File: config.mk
export PLATFORM = sky130hd
export DESIGN_NAME = wide_add_sequencer_flat
export DESIGN_NICKNAME = d
export VERILOG_FILES = /design/src/rtl/wide_add_sequencer_if.sv /design/src/rtl/wide_add_sequencer.sv /design/src/flat_wrapper.sv
export SDC_FILE = /design/constraint.sdc
export NUM_CORES = 1
export LEC_CHECK = 0
export CORE_UTILIZATION = 35
export CTS_BUF_LIST = sky130_fd_sc_hd__clkbuf_2 sky130_fd_sc_hd__clkbuf_4 sky130_fd_sc_hd__clkbuf_8
export DETAILED_ROUTE_END_ITERATION = 10
export GPL_TIMING_DRIVEN = 0
export SLEW_MARGIN = 40
export SYNTH_ARGS = -nofsm -noshare
export SYNTH_HDL_FRONTEND = slang
export SYNTH_SLANG_ARGS = --single-unit
export TNS_END_PERCENT = 5
File: constraint.sdc
create_clock -name clk -period 6.6 [get_ports clk]
set_clock_uncertainty 0.15 [all_clocks]
set_input_delay 1.32 -clock clk [delete_from_list [all_inputs] [get_ports clk]]
set_output_delay 1.32 -clock clk [all_outputs]
set_load 0.005 [all_outputs]
File: src/rtl/wide_add_sequencer_if.sv
`default_nettype none
// ============================================================================
// wide_add_sequencer_if : request/result bus plus external 16-bit adder bus
// Revision: 1.0
// ============================================================================
interface wide_add_sequencer_if #(
  parameter int WIDTH = 16,
  parameter int WORDS = 4
);
  logic                     start;
  logic [WIDTH*WORDS-1:0]   op_a;
  logic [WIDTH*WORDS-1:0]   op_b;
  logic                     cin;
  logic [WIDTH-1:0]         add_A;
  logic [WIDTH-1:0]         add_B;
  logic                     add_Cin;
  logic [WIDTH-1:0]         add_sum;
  logic                     add_Cout;
  logic [WIDTH*WORDS-1:0]   result;
  logic                     cout;
  logic                     busy;
  logic                     done;

  // master: the sequencer; slave: requester plus the combinational adder
  modport master (
    input  start, op_a, op_b, cin, add_sum, add_Cout,
    output add_A, add_B, add_Cin, result, cout, busy, done
  );
  modport slave (
    output start, op_a, op_b, cin, add_sum, add_Cout,
    input  add_A, add_B, add_Cin, result, cout, busy, done
  );
endinterface
`default_nettype wire

File: src/rtl/wide_add_sequencer.sv
`default_nettype none
// ============================================================================
// wide_add_sequencer : drives an external WIDTH-bit adder one slice per clock
//                      to build a WIDTH*WORDS-bit sum with rippled carry
// Revision: 1.0
// ============================================================================
module wide_add_sequencer #(
  parameter int WIDTH = 16,
  parameter int WORDS = 4
) (
  input  logic                   clk,
  input  logic                   rst,
  wide_add_sequencer_if.master   bus
);

  localparam int CNT_W = (WORDS > 1) ? $clog2(WORDS) : 1;
  localparam logic [CNT_W-1:0] LAST_CNT = CNT_W'(WORDS - 1);

  typedef enum logic [1:0] {
    S_IDLE = 2'd0,
    S_RUN  = 2'd1,
    S_DONE = 2'd2
  } state_t;

  state_t                        state_q, state_d;
  logic [CNT_W-1:0]              cnt_q, cnt_d;
  logic                          carry_q, carry_d;
  logic                          cout_q, cout_d;
  // Slice-indexed views keep the per-cycle select a plain array index.
  logic [WORDS-1:0][WIDTH-1:0]   a_q, a_d;
  logic [WORDS-1:0][WIDTH-1:0]   b_q, b_d;
  logic [WORDS-1:0][WIDTH-1:0]   result_q, result_d;
  logic [WIDTH-1:0]              slice_a, slice_b;
  logic                          slice_cin;

  always_comb begin
    state_d   = state_q;
    cnt_d     = cnt_q;
    carry_d   = carry_q;
    cout_d    = cout_q;
    a_d       = a_q;
    b_d       = b_q;
    result_d  = result_q;
    slice_a   = '0;
    slice_b   = '0;
    slice_cin = 1'b0;

    case (state_q)
      S_IDLE: begin
        if (bus.start) begin
          a_d      = bus.op_a;
          b_d      = bus.op_b;
          carry_d  = bus.cin;
          cnt_d    = '0;
          result_d = '0;
          cout_d   = 1'b0;
          state_d  = S_RUN;
        end
      end
      S_RUN: begin
        slice_a           = a_q[cnt_q];
        slice_b           = b_q[cnt_q];
        slice_cin         = carry_q;
        result_d[cnt_q]   = bus.add_sum;
        carry_d           = bus.add_Cout;
        if (cnt_q == LAST_CNT) begin
          cout_d  = bus.add_Cout;
          state_d = S_DONE;
        end else begin
          cnt_d = cnt_q + 1'b1;
        end
      end
      S_DONE: begin
        state_d = S_IDLE;
      end
      default: begin
        state_d = S_IDLE;
      end
    endcase
  end

  always_ff @(posedge clk or posedge rst) begin
    if (rst) begin
      state_q  <= S_IDLE;
      cnt_q    <= '0;
      carry_q  <= 1'b0;
      cout_q   <= 1'b0;
      a_q      <= '0;
      b_q      <= '0;
      result_q <= '0;
    end else begin
      state_q  <= state_d;
      cnt_q    <= cnt_d;
      carry_q  <= carry_d;
      cout_q   <= cout_d;
      a_q      <= a_d;
      b_q      <= b_d;
      result_q <= result_d;
    end
  end

  assign bus.add_A   = slice_a;
  assign bus.add_B   = slice_b;
  assign bus.add_Cin = slice_cin;
  assign bus.result  = result_q;
  assign bus.cout    = cout_q;
  assign bus.busy    = (state_q == S_RUN);
  assign bus.done    = (state_q == S_DONE);

endmodule
`default_nettype wire

File: src/flat_wrapper.sv
// flat-port wrapper written by rule: the top's interface ports become plain ports
module wide_add_sequencer_flat 
#(
  parameter int WIDTH = 16,
  parameter int WORDS = 4
)
  (clk, rst, bus_start, bus_op_a, bus_op_b, bus_cin, bus_add_sum, bus_add_Cout, bus_add_A, bus_add_B, bus_add_Cin, bus_result, bus_cout, bus_busy, bus_done);
  wide_add_sequencer_if #(.WIDTH(WIDTH), .WORDS(WORDS)) bus_i ();
  input  logic clk;
  input  logic rst;
  input wire logic [$bits(bus_i.start)-1:0] bus_start;
  input wire logic [$bits(bus_i.op_a)-1:0] bus_op_a;
  input wire logic [$bits(bus_i.op_b)-1:0] bus_op_b;
  input wire logic [$bits(bus_i.cin)-1:0] bus_cin;
  input wire logic [$bits(bus_i.add_sum)-1:0] bus_add_sum;
  input wire logic [$bits(bus_i.add_Cout)-1:0] bus_add_Cout;
  output wire logic [$bits(bus_i.add_A)-1:0] bus_add_A;
  output wire logic [$bits(bus_i.add_B)-1:0] bus_add_B;
  output wire logic [$bits(bus_i.add_Cin)-1:0] bus_add_Cin;
  output wire logic [$bits(bus_i.result)-1:0] bus_result;
  output wire logic [$bits(bus_i.cout)-1:0] bus_cout;
  output wire logic [$bits(bus_i.busy)-1:0] bus_busy;
  output wire logic [$bits(bus_i.done)-1:0] bus_done;
  assign bus_i.start = bus_start;
  assign bus_i.op_a = bus_op_a;
  assign bus_i.op_b = bus_op_b;
  assign bus_i.cin = bus_cin;
  assign bus_i.add_sum = bus_add_sum;
  assign bus_i.add_Cout = bus_add_Cout;
  assign bus_add_A = bus_i.add_A;
  assign bus_add_B = bus_i.add_B;
  assign bus_add_Cin = bus_i.add_Cin;
  assign bus_result = bus_i.result;
  assign bus_cout = bus_i.cout;
  assign bus_busy = bus_i.busy;
  assign bus_done = bus_i.done;
  wide_add_sequencer #(.WIDTH(WIDTH), .WORDS(WORDS)) u_core (.clk(clk), .rst(rst), .bus(bus_i));
endmodule
==> metrics.csv <==
metric;value;unit
portBuffers;248;
antenna_found_initial;3;
initial_utilization;36.1;%
syn_to_final_growth;40.9;%
avgSynthCellArea;15.7;um2
outcome;finished clean;
grtUsageTotal;19.6;%
fin_tns_setup;0;ns
die_area;25200;um2
grt_pass1_wl;36400;um
die_height;159;um
worstMarginPinSlew;0.758;ns
syn_inst;548;
max_freq;238;MHz
n_fill_cell;2035;
synth_cell_type_count;29;
die_width;159;um
hold_viol;0;
layout-drive-gt1-share;30.3;%
yosys_warnings;0;
dp_hpwl;17600;um
core-area;23800;um2
stdcell_area;12100;um2
clk_latency;0.45;ns
routed_wl;23600;um
drcViolationCount;0;
fin_crit;4.20;ns
vdd_drop_max;0.000228;V
htreeDepth;4;
clk_transition_reported_paths;0.10;ns
viasPerCell;4.99;
cts_buffer_depth;2;
grt-ovfl-total;0;
syn_nets;702;
wire_per_inst;20.4;um
numCtsBuffers;17;
cp-start-kind;flip-flop;
slew_headroom;49.5;%
vias;5769;
netlist_area;8580;um2
maxCapViolCount;0;
root_buffer;clkbuf_8;
p_per_area;454;nW/um2
cts_tree;built;
report.final.slew_viol_count;0;
cts_setup_buffers;0;
clock-sinks;198;
placed_cell_area;11700;um2
row_count;56;
crit_arrival;2.73;ns
p_leak;5.10;nW
fin_hold_ws;0.359;ns
grt_max_degree;27;
cp_max_fo;10;
ys_seq_area_share;57.7;%
hold_path.class;reg2reg;
ff2ff_setup_slack;3.85;ns
grt_pass1_vias;6466;
nets;978;
crit_type;reg2out;
required;5.13;ns
rsz0062_at_grt;false;
ctsResizeCount;0;
dr.pass1.iters;4;
gp_congestion;0.817;
cp-end-kind;primary output;
drt_iter0_drc;271;
ant_nets;0;
fin_crit_sh;63.7;%
synth_seq_cells;198;
boundaryPins;249;
setup_violations;0;
postCtsHoldBufs;0;
area by class of cell:
class	count	area, um2	share of cell area (%)
Sequential cell	198	4950	41.0
Multi-Input combinational cell	306	3330	27.5
Timing Repair Buffer	257	2720	22.5
Tap cell	319	399	3.30
Buffer	39	279	2.31
Clock buffer	19	249	2.06
Clock inverter	13	141	1.17
Inverter	5	22.5	0.186
Antenna cell	1	2.50	0.0207
worst max-delay path, cell delays in order (launching register included):
cell and delay [ns]:
dfrtp_1 0.41, buf_2 0.22, clkbuf_1 0.60, mux4_2 0.41, and2_1 0.19, clkdlybuf4s50_1 0.44
placed cells by master, fill, tap and decap left out, drive strengths merged:
cell	netlist	final
a21o	4	4
a21oi	2	2
a22o	48	48
a22oi	1	1
a31oi	1	1
and2	36	36
and3	16	16
and4	1	1
buf	30	39
bufinv	0	1
clkbuf	9	28
clkdlybuf4s50	0	248
clkinv	0	3
clkinvlp	0	5
dfrtp	198	198
diode	0	1
ha	5	5
inv	5	9
mux2	144	144
mux4	32	32
nand2	4	4
nand2b	2	2
nor2	3	3
nor2b	1	1
nor3b	1	1
o21ai	2	2
o21bai	1	1
o2bb2ai	1	1
or3	1	1
logic make-up (layout without fill, tap and decap cells):
kind of cell,after synthesis,after routing,share of synthesized area [%]
flip-flops,198,198,57.7
other,0,1,0
multiplexers,176,176,27.3
AO/OA/AOI/OAI,60,60,5.96
adder cells (fa/ha/maj),5,5,0.729
buffers and inverters,44,333,3.47
AND/OR/NAND/NOR,65,65,4.81
synth_stat cells:
cell type	count	share of area, %
mux2_2	144	19
a21o_1	4	0.35
dfrtp_1	198	58
o21ai_0	2	0.12
o21bai_1	1	0.088
nor3b_2	1	0.15
buf_2	12	0.70
or3_1	1	0.073
clkbuf_1	8	0.35
inv_2	1	0.044
nor2b_1	1	0.073
nor2_1	3	0.13
buf_6	13	1.7
buf_4	5	0.44
a22o_1	48	4.9
nand2_1	4	0.17
ha_1	5	0.73
a31oi_1	1	0.073
o2bb2ai_1	1	0.10
inv_1	4	0.17
and2_1	36	2.6
nand2b_4	2	0.32
and4_1	1	0.10
a21oi_1	1	0.058
mux4_2	32	8.4
clkbuf_2	1	0.058
a22oi_1	1	0.088
and3_1	16	1.2
a21oi_4	1	0.19
flip-flops by register name, summed over array words and instances (netlist names):
name and flops:
u_core.cnt_q 2, u_core.bus.result 64, u_core.b_q 64, u_core.bus.cout 1
u_core.a_q 64, u_core.carry_q 1, u_core.state_q 2
worst paths after layout:
path	startpoint	to	cells after the start
worst max-delay path	u_core.cnt_q[1]	bus_add_B[9]	5
worst min-delay path	u_core.bus.result[32]	u_core.bus.result[32]	1
worst max register to register	u_core.cnt_q[1]	u_core.bus.result[6]	8
worst min register to register	u_core.bus.result[32]	u_core.bus.result[32]	1
max in group asynchronous	rst	u_core.b_q[55]	7
min in group asynchronous	rst	u_core.bus.result[32]	2
power breakdown:
part           internal (mW)  switching (mW)  total (mW)  leakage [nW]
registers               1.77           0.293        2.07          2.43
logic                   1.66           0.996        2.65          2.48
clock network          0.320           0.449       0.769         0.188
total                   3.75            1.74        5.49          5.10
stage by stage:
stage | util (%) | worst slack, ns | instances | total power, mW
2_1_floorplan | - | 2.57 | 548 | 3.57
3_3_place_gp | 48.3 | 1.08 | 1115 | 4.68
3_5_place_dp | 49.3 | 2.81 | 1124 | 4.79
4_1_cts | 50.9 | 2.29 | 1156 | 5.58
5_1_grt | 50.9 | 2.16 | 1157 | 5.86
6_report | 50.9 | 2.40 | 1157 | 5.49
metal layers:
metal | vias to the layer above | GRT usage (%) | part of all wire [%]
li1 | 2566 | - | -
met3 | 33 | 4.76 | 6.2
met2 | 180 | 33.7 | 51
met1 | 2986 | 24.0 | 41
met4 | 4 | 6.82 | 2.0
met5 | - | 0 | 0.076
Power figures use the tool's default switching activity.
